File: config.mk
export PLATFORM = sky130hd
export DESIGN_NAME = mult_seq
export DESIGN_NICKNAME = d
export VERILOG_FILES = /design/src/rtl/mult_pkg.sv /design/src/rtl/mult_seq_dp.sv /design/src/rtl/mult_seq.sv
export SDC_FILE = /design/constraint.sdc
export NUM_CORES = 1
export LEC_CHECK = 0
export ABC_AREA = 1
export BUFFER_PORTS_ARGS = -buffer_cell sky130_fd_sc_hd__buf_2
export CORE_MARGIN = 3
export CORE_UTILIZATION = 61
export CTS_CLUSTER_DIAMETER = 60
export CTS_CLUSTER_SIZE = 25
export DETAILED_ROUTE_END_ITERATION = 16
export PLACE_DENSITY_LB_ADDON = 0.25
export SYNTH_ARGS = -nofsm -noshare
export SYNTH_HDL_FRONTEND = slang
export SYNTH_HIERARCHICAL = 1
export SYNTH_SLANG_ARGS = --single-unit
File: constraint.sdc
create_clock -name clk -period 2.8 [get_ports clk]
set_clock_uncertainty 0.1 [all_clocks]
set_input_delay 0.7 -clock clk [delete_from_list [all_inputs] [get_ports clk]]
set_output_delay 0.7 -clock clk [all_outputs]
set_load 0.005 [all_outputs]
File: src/rtl/mult_pkg.sv
// Shared definitions for the sequential shift-add multiplier: state encoding,
// default operand width and the iteration-counter sizing helper.
package mult_pkg;

  localparam int DEFAULT_W = 8;

  typedef enum logic [1:0] {
    IDLE = 2'd0,
    CALC = 2'd1,
    DONE = 2'd2
  } state_t;

  // Counter must hold the value W without wrapping.
  function automatic int iter_cnt_w(input int w);
    return $clog2(w + 1);
  endfunction

endpackage

File: src/rtl/mult_seq_dp.sv
// Datapath of the sequential multiplier: operand magnitude capture, LSB-first
// shift-add accumulation and the final two's-complement fix-up of the product.
module mult_seq_dp
  import mult_pkg::*;
#(
  parameter int W = DEFAULT_W
) (
  input  logic           clk,
  input  logic           rst_n,
  input  logic           load,
  input  logic           step,
  input  logic           finish,
  input  logic           signed_mode,
  input  logic [W-1:0]   a,
  input  logic [W-1:0]   b,
  output logic [2*W-1:0] out
);

  logic [2*W-1:0] mcand;
  logic [2*W-1:0] acc;
  logic [2*W-1:0] acc_next;
  logic [W-1:0]   mplier;
  logic           neg;
  logic [W-1:0]   mag_a;
  logic [W-1:0]   mag_b;

  // An unsigned W-bit magnitude holds 2^(W-1), so the most negative operand is safe.
  always_comb begin
    mag_a = a;
    mag_b = b;
    if (signed_mode && a[W-1]) mag_a = ~a + W'(1);
    if (signed_mode && b[W-1]) mag_b = ~b + W'(1);
  end

  always_comb begin
    acc_next = acc;
    if (mplier[0]) acc_next = acc + mcand;
  end

  always_ff @(posedge clk) begin
    if (!rst_n) begin
      mcand  <= '0;
      acc    <= '0;
      mplier <= '0;
      neg    <= 1'b0;
      out    <= '0;
    end else if (load) begin
      mcand  <= {{W{1'b0}}, mag_a};
      mplier <= mag_b;
      acc    <= '0;
      neg    <= signed_mode & (a[W-1] ^ b[W-1]);
    end else if (step) begin
      acc    <= acc_next;
      mcand  <= mcand << 1;
      mplier <= mplier >> 1;
      // Negating a zero magnitude yields zero, so no special case is needed.
      if (finish) out <= neg ? -acc_next : acc_next;
    end
  end

endmodule

File: src/rtl/mult_seq.sv
// Sequential W x W multiplier: IDLE/CALC/DONE control with an iteration counter,
// driving the mult_seq_dp datapath; busy and done are registered.
module mult_seq
  import mult_pkg::*;
#(
  parameter int W = DEFAULT_W
) (
  input  logic           clk,
  input  logic           rst_n,
  input  logic           start,
  input  logic           signed_mode,
  input  logic [W-1:0]   a,
  input  logic [W-1:0]   b,
  output logic           busy,
  output logic           done,
  output logic [2*W-1:0] out
);

  localparam int CW = iter_cnt_w(W);

  state_t        state;
  state_t        next_state;
  logic [CW-1:0] cnt;
  logic          last;
  logic          load;
  logic          step;
  logic          finish;

  assign last = (cnt == CW'(W - 1));

  always_comb begin
    next_state = state;
    load       = 1'b0;
    step       = 1'b0;
    finish     = 1'b0;
    unique case (state)
      IDLE: begin
        if (start) begin
          load       = 1'b1;
          next_state = CALC;
        end
      end
      CALC: begin
        step = 1'b1;
        if (last) begin
          finish     = 1'b1;
          next_state = DONE;
        end
      end
      DONE:    next_state = IDLE;
      default: next_state = IDLE;
    endcase
  end

  // busy/done are computed from next_state so they are true flops aligned with state.
  always_ff @(posedge clk) begin
    if (!rst_n) begin
      state <= IDLE;
      cnt   <= '0;
      busy  <= 1'b0;
      done  <= 1'b0;
    end else begin
      state <= next_state;
      busy  <= (next_state != IDLE);
      done  <= (next_state == DONE);
      if (load)      cnt <= '0;
      else if (step) cnt <= cnt + CW'(1);
    end
  end

  mult_seq_dp #(.W(W)) u_dp (
    .clk         (clk),
    .rst_n       (rst_n),
    .load        (load),
    .step        (step),
    .finish      (finish),
    .signed_mode (signed_mode),
    .a           (a),
    .b           (b),
    .out         (out)
  );

endmodule

; Word-level counts from Yosys, hierarchy flattened
; Index checks and enable logic that the tools add are counted.
[classes]
muxes = 16
reduce_logical = 7
bitwise = 6
add_sub_neg = 5
n_eq_ne = 3
[ops]
columns = op, n
row1 = $mux W8, 6
row2 = $mux W16, 2
row3 = $add A16 B16 Y16, 1
row4 = $add A8 B1 Y8 const B, 2
row5 = $neg A16 Y16, 1
row6 = $not A8 Y8, 2
row7 = $mux W1, 5
row8 = $add A4 B1 Y4 const B, 1
row9 = $eq A4 B3 Y1 const B, 1
row10 = $mux W2, 2
row11 = $pmux W2 S2, 1
row12 = $reduce_bool A2 Y1, 2
row13 = $reduce_and A3 Y1, 1
row14 = $eq A2 B1 Y1 const B, 1
row15 = $eq A2 B2 Y1 const B, 1
row16 = $logic_and A1 B1 Y1, 2
row17 = $logic_not A2 Y1, 1
row18 = $not A1 Y1, 2
row19 = $reduce_or A2 Y1, 1
row20 = $and A1 B1 Y1, 1
row21 = $xor A1 B1 Y1, 1
[totals]
out_inout_bits = 18
in_bits = 20
elab_cells = 47
register_bits = 65

; Depth between registers and ports, before layout
; Gate-level depths: netlist (run 1).
[logic_depth]
word_depth = 4
mapped_depth = 21
ltp_nobuf = 21

; Hierarchy
; Netlist (run 1), hierarchy kept.
[modules_own_cells]
columns = module, area_each_um2, instances, cells_per_inst, seq_area_each_um2
row1 = mult_seq_dp, 4161.5, 1, 649, 1141.1
row2 = mult_seq, 337.8, 1, 44, 160.2

; Worst setup path after synthesis (run 1)
; OpenSTA, ideal clock, no wires.
[synth_timing]
path_kind = register -> register
from = register u_dp.mcand[0]
to = register u_dp.out[14]
path_buffers = 0
setup_time_ps = 117
setup_slack_ps = 378
period_less_slack_ps = 2422
arrival_ps = 2205
path_stages_with_launch = 18
required_ps = 2583
path_cell_list = dfxtp_1 ha_1 inv_1 fa_1 nand2_1 o21ai_2 ha_1 inv_1 nor2_4 nand3_4 nor2_8 nand2_2 nor2_4 nand2_2 nand2_2 a21oi_1 nor2_1 nor2_1
[synth_between]
elab_chain_cells = 4
[synth_rtl]
columns = item, line
row1 = start: declaration, mult_seq_dp.sv:19  ; logic [2*W-1:0] mcand;
row2 = start signal: assignment, mult_seq_dp.sv:48  ; mcand <= {{W{1'b0}}, mag_a};
row3 = start signal: assignment, mult_seq_dp.sv:54  ; mcand <= mcand << 1;
row4 = $add A16 B16 Y16 *, mult_seq_dp.sv:37  ; if (mplier[0]) acc_next = acc + mcand;
row5 = $mux W16 *, mult_seq_dp.sv:37
row6 = $neg A16 Y16, mult_seq_dp.sv:57  ; if (finish) out <= neg ? -acc_next : acc_next;
row7 = $mux W16 *, mult_seq_dp.sv:57
row8 = end signal: assignment, mult_seq_dp.sv:57
row9 = end: declaration, mult_seq_dp.sv:16  ; output logic [2*W-1:0] out
; Every way passes the cells marked *; elsewhere a longest branch is shown, timed or not.
; A chain may end at the register's enable or synchronous reset.

; Worst setup path after layout (run 1)
[layout_timing]
from = register u_dp.acc[0]
to = register u_dp.out[14]
[layout_between]
elab_chain_cells = 4
[layout_rtl]
columns = item, line
row1 = start: declaration, mult_seq_dp.sv:20  ; logic [2*W-1:0] acc;
row2 = start signal: assignment, mult_seq_dp.sv:53  ; acc <= acc_next;
row3 = $add A16 B16 Y16, mult_seq_dp.sv:37
row4 = $mux W16 *, mult_seq_dp.sv:37
row5 = $neg A16 Y16, mult_seq_dp.sv:57
row6 = $mux W16 *, mult_seq_dp.sv:57
; Marks and branches as above.

==> impl_metrics.toml, run 1 <==
[floorplanning]
die_area_um2 = 8440
initial_core_util_pct = 64.4
core_um2 = 6980
die_x_um = 91.9
ios = 38
rows = 30
chipHeight_um = 91.9

[layout]
nNetsFinal = 773
layout-drive-gt1-share_pct = 18.4
n_antenna_cell = 0
syn2layout_area_growth_pct = 11.4
final_util_pct = 71.8

[synthesis]
synth_top_area_share_pct = 28.9
synth-edff-count = 0
yosys.area.top_type = "dfxtp_1"
yosys-top-cells-count = "184 x nand2_1, 104 x inv_1, 65 x dfxtp_1"
yosysUniqueCellTypes = 44
syn_inst = 693
ys_ff_latch = 65
synth_ff_type = "dfxtp_1"
synth_nets = 733
ys_seq_area_share_pct = 28.9
syn_area_per_cell_um2 = 6.49
synth_warnings = 6
synth-async-reset-ratio_pct = 0
netlist_top_cells_area = "dfxtp_1 29%, nand2_1 15%, inv_1 8.7%"
synth_area_um2 = 4500
synth.most_common_cell = "nand2_1"

[critical_path]
critPathMostFrequentCell = "nand2_2"
worst_path_max_delay_cell = "fa_1"
worstPathCellList = "ha_4 > inv_1 > fa_1 > nand2_1 > o21ai_2 > ha_1 > inv_1 > nor2_4 > nand3_4 > nor2_8 > nand2_2 > nor2_4 > nand2_2 > nand2_2 > a21oi_1 > nor2_1 > nor2_1"
cp-startpoint = "u_dp/acc[0]$_SDFFE_PP0P_"
crit_path_max_fanout = 4
reg2reg_slack_ns = 0.19
path_buf_inv = 2
crit_type = "reg -> reg"
crit_cells = 17
worstSetupStartpointType = "register"
critPathTopFamily = "simple AND/OR/NAND/NOR gates"
r2r-start = "u_dp/acc[0]$_SDFFE_PP0P_"
cpPeakStageDelay_ns = 0.49
required_ns = 2.94
cp.arrival_ns = 2.75
cp-end-kind = "register"
r2r_end = "u_dp/out[14]$_SDFFE_PN0P_"
reg2regPathDepth = 17
crit_end = "u_dp/out[14]$_SDFFE_PN0P_"

[global_routing]
grt_pass1_wl_um = 18200
overflow = 0
grt_pass1_vias = 4083
grt_max_degree = 36
antenna_found_initial = 0
gr-usage-all-layers_pct = 26.0

[clock_network]
cts.root.buffer_cell = "clkbuf_8"
clock_tree.buffer_depth = 2
clk_pin_slew_worst_paths_ns = 0.08
worstSkewPairLatency_ns = 0.34
cts_tree = "done"
htree_num_levels = 3
ctsHoldBuffers = 0
numCtsBuffers = 9
cts.sinks = 65
postCtsSetupRepairBufs = 0

[placement]
gp_congestion = 0.904
dpl.hpwl_um = 8060
numPortBuffers = 37
pre_cts_ws_ns = 0.144

[route]
viasPerCell = 5.36
drc = 0
drt_wl_total_um = 10600
dr_total_vias = 4469
postRouteAntennaNets = 0
firstDrtPassIters = 5
drt_iter0_markers = 287
routedWlPerCell_um = 12.8

[power_and_ir_drop]
pwr_density_cell_nw_per_um2 = 455
ir_worst_vdd_v = 0.000364
leakage_uw = 0.00253

[timing]
hold_viol = 0
finalSetupViolCount = 0
rsz0062_at_grt = "no"
report.final.slew_viol_count = 0
slew_headroom_pct = 64.1
final.min_clock_period_ns = 2.61
period_share_pct = 93.3
holdWs_ns = 0.383
fmax_mhz = 383
worst_pin_slew_ns = 0.538
setup_ws_ns = 0.189
setup_tns_ns = 0

[worst_hold_path]
min_path_type = "reg -> reg"

[outcome]
status = "finished clean"

[flow_run]
maxCapViolCount = 0
area by class of cell:
cell class                      count  area, um2
Fill cell                         593       1970
Sequential cell                    65       1300
Clock buffer                       10        128
Clock inverter                      6       65.1
Multi-Input combinational cell    496       2700
Inverter                          111        417
Timing Repair Buffer               50        283
Tap cell                           96        120
timing repair:
action | in CTS | in global routing
setup endpoints to repair | 0 | 6
resized for setup | 0 | 5
hold endpoints to repair | 0 | 0
state kept, by name, summed over array words and instances, names as in the netlist:
register	cells
u_dp/mcand	16
u_dp/mplier	8
u_dp/acc	16
u_dp/neg	1
state	2
cnt	4
done	1
u_dp/out	16
busy	1
through the flow:
| stage | instances | power, uW | area, um2 |
|---|---|---|---|
| detailed placement | 818 | 1500 | 4800 |
| finish | 834 | 2280 | 5010 |
| global route | 834 | 2390 | 5010 |
| floorplan | 693 | 1380 | 4500 |
| global placement | 818 | 1480 | 4800 |
| CTS | 834 | 2290 | 5000 |
placed cells by master (no fill, tap or decap), types with 9 or more instances in the layout:
cell type  count
nand2_1      184
inv_1        104
dfxtp_1       63
nand3_1       47
nor2_1        46
a21oi_1       44
buf_2         37
o21ai_0       32
nand2_2       22
ha_1          18
a31oi_1       15
buf_4         13
nand3_2       12
clkbuf_8       9
o211ai_1       9
layer usage:
layer	track usage, %	wire, um	up-vias
met2	42.0	4840	144
met1	35.1	4940	2003
li1	-	-	2305
met5	0	0	-
met3	4.84	686	17
met4	8.66	176	0
worst min-delay path by stage:
stage,start,to,slack [ns],cells after the start
CTS,u_dp/mcand[8]$_SDFFE_PP0P_,u_dp/mcand[8]$_SDFFE_PP0P_,0.39,2
floorplan,u_dp/mplier[7]$_SDFFE_PN0P_,u_dp/mplier[7]$_SDFFE_PN0P_,0.35,2
global route,u_dp/mplier[7]$_SDFFE_PN0P_,u_dp/mplier[7]$_SDFFE_PN0P_,0.41,2
global placement,u_dp/mplier[7]$_SDFFE_PN0P_,u_dp/mplier[7]$_SDFFE_PN0P_,0.36,2
finish,u_dp/mcand[8]$_SDFFE_PP0P_,u_dp/mcand[8]$_SDFFE_PP0P_,0.38,2
detailed placement,u_dp/mplier[7]$_SDFFE_PN0P_,u_dp/mplier[7]$_SDFFE_PN0P_,0.37,2
kinds of logic after synthesis:
| group | synth area share [%] |
|---|---|
| and+or+nand+nor | 37.3 |
| adders and majority gates | 5.73 |
| buffers and inverters | 11.4 |
| AOI/OAI and AO/OA | 15.2 |
| xor gates and xnor gates | 1.36 |
| DFF | 28.9 |
report_power, final:
| part | internal, uW | switching [uW] |
|---|---|---|
| sequential | 961 | 35.5 |
| clock | 414 | 373 |
| combinational | 180 | 316 |
tightest hold or removal path: stages, from the launching register on:
cell     delay (ns)
dfxtp_1        0.31
inv_1          0.07
a21oi_1        0.06
(Power assumes the default switching activity.)
==> run 2, diff against run 1 <==
Settings changed: BUFFER_PORTS_ARGS -buffer_cell sky130_fd_sc_hd__buf_2 to -buffer_cell sky130_fd_sc_hd__buf_4, GPL_TIMING_DRIVEN from default to 1.
==> impl_metrics.toml, run 2 (same netlist as run 1, synthesis figures left out) <==
[floorplanning]
die_x_um = 91.9
initial_core_util_pct = 64.4
die_area_um2 = 8440
rows = 30
ios = 38
chipHeight_um = 91.9
core_um2 = 6980

[critical_path]
crit_cells = 15
path_buf_inv = 3
worstSetupStartpointType = "register"
cp-end-kind = "register"
crit_type = "reg -> reg"
cp-startpoint = "u_dp/mcand[0]$_SDFFE_PN0P_"
critPathMostFrequentCell = "inv_1"
crit_path_max_fanout = 4
crit_end = "u_dp/out[8]$_SDFFE_PN0P_"
worstPathCellList = "ha_4 > inv_1 > fa_2 > nand2_1 > o21ai_4 > ha_2 > inv_1 > nor2_4 > nand3_4 > nor2_8 > a31oi_1 > a21oi_1 > o21ai_0 > nand2_1 > inv_1"
worst_path_max_delay_cell = "fa_2"
r2r_end = "u_dp/out[8]$_SDFFE_PN0P_"
reg2reg_slack_ns = 0.009
cp.arrival_ns = 2.93
r2r-start = "u_dp/mcand[0]$_SDFFE_PN0P_"
required_ns = 2.94
reg2regPathDepth = 15
critPathTopFamily = "adder cells"
cpPeakStageDelay_ns = 0.52

[timing]
setup_tns_ns = 0
fmax_mhz = 358
final.min_clock_period_ns = 2.79
hold_viol = 0
worst_pin_slew_ns = 0.550
holdWs_ns = 0.373
slew_headroom_pct = 63.3
report.final.slew_viol_count = 0
period_share_pct = 99.7
finalSetupViolCount = 0
setup_ws_ns = 0.00931

[route]
routedWlPerCell_um = 13.6
drc = 0
dr_total_vias = 4585
postRouteAntennaNets = 0
viasPerCell = 5.50
drt_iter0_markers = 359
drt_wl_total_um = 11400
firstDrtPassIters = 5

[clock_network]
clock_tree.buffer_depth = 2
ctsHoldBuffers = 0
clk_pin_slew_worst_paths_ns = 0.07
htree_num_levels = 3
cts.root.buffer_cell = "clkbuf_8"
cts_tree = "done"
worstSkewPairLatency_ns = 0.34
cts.sinks = 65
numCtsBuffers = 9

[power_and_ir_drop]
pwr_density_cell_nw_per_um2 = 471
ir_worst_vdd_v = 0.000446
power_uw = 2440
leakage_uw = 0.00256

[global_routing]
gr-usage-all-layers_pct = 27.8
grt_max_degree = 36
overflow = 0
antenna_found_initial = 0
grt_pass1_vias = 4343
grt_pass1_wl_um = 19200

[layout]
final_util_pct = 74.1
nFillCells = 589
syn2layout_area_growth_pct = 14.9
final_common_cell = "nand2_1"
layout-drive-gt1-share_pct = 19.0
largest_registers = "u_dp/acc: 16 flops, u_dp/mcand: 16 flops, u_dp/out: 16 flops"
nNetsFinal = 773
final_cell_mix = "182 x nand2_1, 104 x inv_1, 63 x dfxtp_1"
n_antenna_cell = 0

[placement]
numPortBuffers = 37
gp_congestion = 0.923
dpl.hpwl_um = 8230
pre_cts_ws_ns = 0.155

[outcome]
status = "finished clean"

[worst_hold_path]
min_path_type = "reg -> reg"

[flow_run]
maxCapViolCount = 0
-- run 2: worst min-delay path, stage by stage, from the launching register on --
cell and delay, ns:
dfxtp_1 0.32, nand2_1 0.06, a21oi_1 0.05
-- run 2: per-stage QoR --
stage	cells	instance area, um2
after CTS	831	5100
final	834	5170
after detailed placement	815	4870
after global placement	815	4870
after floorplan	693	4500
after global routing	834	5170
-- run 2: where the power goes --
part	leakage, uW	internal [uW]	total [uW]	switching (uW)
Sequential	0.000529	961	998	37.4
Combinational	0.00192	193	520	327
Clock	0.000109	550	919	369
Total	0.00256	1700	2440	733
-- run 2: worst min path at each step --
stage	startpoint	endpoint	slack, ns	depth (start not counted)
floorplan	u_dp/mplier[7]$_SDFFE_PN0P_	u_dp/mplier[7]$_SDFFE_PN0P_	0.35	2
global placement	u_dp/mplier[7]$_SDFFE_PN0P_	u_dp/mplier[7]$_SDFFE_PN0P_	0.36	2
detailed placement	u_dp/mplier[7]$_SDFFE_PN0P_	u_dp/mplier[7]$_SDFFE_PN0P_	0.36	2
CTS	u_dp/mplier[7]$_SDFFE_PN0P_	u_dp/mplier[7]$_SDFFE_PN0P_	0.37	2
global route	u_dp/mplier[7]$_SDFFE_PN0P_	u_dp/mplier[7]$_SDFFE_PN0P_	0.40	2
finish	u_dp/mplier[7]$_SDFFE_PN0P_	u_dp/mplier[7]$_SDFFE_PN0P_	0.37	2
-- run 2: final cells by class --
| class | instances | area, um2 | area share, % |
|---|---|---|---|
| multi-input combinational | 496 | 2720 | 52.7 |
| sequential | 65 | 1300 | 25.2 |
| inverter | 111 | 417 | 8.06 |
| clock buffer | 12 | 155 | 3.00 |
| clock inverter | 4 | 75.1 | 1.45 |
| timing repair buffer | 50 | 375 | 7.26 |
| tap | 96 | 120 | 2.32 |
-- run 2: layer usage --
metal	routed length, um	up-vias	global-route usage, %	share of wire [%]
met4	159	0	9.53	1.4
met1	5090	2098	36.7	45
li1	-	2298	-	-
met5	0	-	0	0
met2	5360	169	44.4	47
met3	752	20	6.56	6.6
-- run 2: repair_timing --
action | CTS | global route
resized for setup | 0 | 11
endpoints found under the hold margin | 0 | 0
buffers inserted | 0 | 3
setup endpoints to repair | 0 | 8
==> run 3, diff against run 2 <==
Settings changed: REMOVE_ABC_BUFFERS from default to 1.
==> impl_metrics.toml, run 3 (same netlist as run 1, synthesis figures left out) <==
[power_and_ir_drop]
power_frac_seq_pct = 40.7
pwr_density_cell_nw_per_um2 = 477
power_uw = 2460
combPwrFrac_pct = 20.4
p_int_uw = 1740
ir_worst_vdd_v = 0.000542
leakage_uw = 0.00256
p_sw_share_pct = 29.3
p_sw_uw = 719
clkPwrFrac_pct = 39.0

[critical_path]
crit_path_max_fanout = 4
cp.arrival_ns = 2.83
critPathMostFrequentCell = "nand2_2"
worstSetupStartpointType = "register"
worst_path_max_delay_cell = "fa_2"
worstPathCellList = "ha_4 > inv_1 > fa_2 > nand2_1 > o21ai_2 > ha_1 > inv_1 > nor2_4 > nand3_4 > nor2_8 > nand2_2 > nor2_4 > nand2_2 > nand2_2 > a21oi_1 > nor2_1 > nor2_1"
cp-end-kind = "register"
crit_type = "reg -> reg"
required_ns = 2.94
cpPeakStageDelay_ns = 0.52

[placement]
gp_congestion = 0.872
dpl.hpwl_um = 8080
numPortBuffers = 37
pre_cts_ws_ns = 0.139

[layout]
nFillCells = 567
syn2layout_area_growth_pct = 14.5
layout-drive-gt1-share_pct = 18.6
n_antenna_cell = 0
largest_registers = "u_dp/acc: 16 flops, u_dp/mcand: 16 flops, u_dp/out: 16 flops"
final_util_pct = 73.8
final_cell_mix = "183 x nand2_1, 104 x inv_1, 63 x dfxtp_1"
final_common_cell = "nand2_1"
nNetsFinal = 772

[timing]
setup_tns_ns = 0
finalSetupViolCount = 0
setup_ws_ns = 0.112
worst_pin_slew_ns = 0.624
slew_headroom_pct = 58.4
holdWs_ns = 0.384
fmax_mhz = 372
final.min_clock_period_ns = 2.69
report.final.slew_viol_count = 0
period_share_pct = 96.0
hold_viol = 0

[floorplanning]
initial_core_util_pct = 64.4
core_um2 = 6980
die_area_um2 = 8440
die_x_um = 91.9
chipHeight_um = 91.9
rows = 30
ios = 38

[route]
dr_total_vias = 4548
drt_iter0_markers = 347
firstDrtPassIters = 6
postRouteAntennaNets = 0
routedWlPerCell_um = 13.1
drt_wl_total_um = 10900
drc = 0
viasPerCell = 5.46

[worst_hold_path]
min_path_type = "reg -> reg"

[clock_network]
ctsHoldBuffers = 0
worstSkewPairLatency_ns = 0.34
clock_tree.buffer_depth = 2
cts.root.buffer_cell = "clkbuf_8"
cts_tree = "done"
htree_num_levels = 3
numCtsBuffers = 9
cts.sinks = 65
clk_pin_slew_worst_paths_ns = 0.07

[global_routing]
grt_max_degree = 36
gr-usage-all-layers_pct = 26.5
grt_pass1_vias = 4067
overflow = 0
grt_pass1_wl_um = 18400
antenna_found_initial = 0

[flow_run]
maxCapViolCount = 0

[outcome]
status = "finished clean"
==> run 3: repair_timing <==
action / in CTS / in global routing
buffers inserted: 0 / 2
resized for setup: 0 / 7
endpoints found under the setup margin: 0 / 7
==> run 3: path summary, 6_finish.rpt <==
check	startpoint	to	slack, ns	cells past startpoint
worst max-delay path	u_dp/acc[0]$_SDFFE_PP0P_	u_dp/out[14]$_SDFFE_PN0P_	0.11	17
worst min-delay path	u_dp/mplier[6]$_SDFFE_PN0P_	u_dp/mplier[5]$_SDFFE_PN0P_	0.38	2
worst min register to register	u_dp/mplier[6]$_SDFFE_PN0P_	u_dp/mplier[5]$_SDFFE_PN0P_	0.38	2
worst max register to register	u_dp/acc[0]$_SDFFE_PP0P_	u_dp/out[14]$_SDFFE_PN0P_	0.11	17
==> run 3: final cells by class <==
| cell class | count | area, um2 | area share (%) |
|---|---|---|---|
| timing repair buffer | 49 | 368 | 7.14 |
| clock buffer | 11 | 131 | 2.55 |
| tap | 96 | 120 | 2.33 |
| clock inverter | 5 | 104 | 2.02 |
| sequential | 65 | 1300 | 25.3 |
| inverter | 111 | 417 | 8.09 |
| multi-input combinational | 496 | 2710 | 52.6 |
==> run 3: critical path: cells and delay by family (launching register included) <==
family,cells,cell delay (ns)
flops,1,0.37
buf+inv,2,0.12
simple gates,10,0.89
fa+ha+maj,3,0.86
compound gates,2,0.22
==> run 3: power groups by stage <==
stage | Combinational, uW | Clock (uW) | Sequential [uW]
3_3_place_gp | 468 | 0 | 1010
2_1_floorplan | 359 | 0 | 1010
4_1_cts | 491 | 964 | 996
3_5_place_dp | 484 | 0 | 1020
6_report | 500 | 957 | 999
5_1_grt | 559 | 1000 | 1000
==> run 3: metal layers <==
layer | vias up | routed length, um | track usage, %
met1 | 2068 | 5100 | 36.3
met5 | - | 0 | 0
li1 | 2307 | - | -
met3 | 22 | 665 | 4.59
met2 | 151 | 4960 | 41.7
met4 | 0 | 211 | 9.78
==> run 3: per-stage QoR <==
step           area, um2  cells
6_report            5150    833
5_1_grt             5150    833
4_1_cts             5110    831
3_5_place_dp        4870    815
3_3_place_gp        4870    815
2_1_floorplan       4400    672
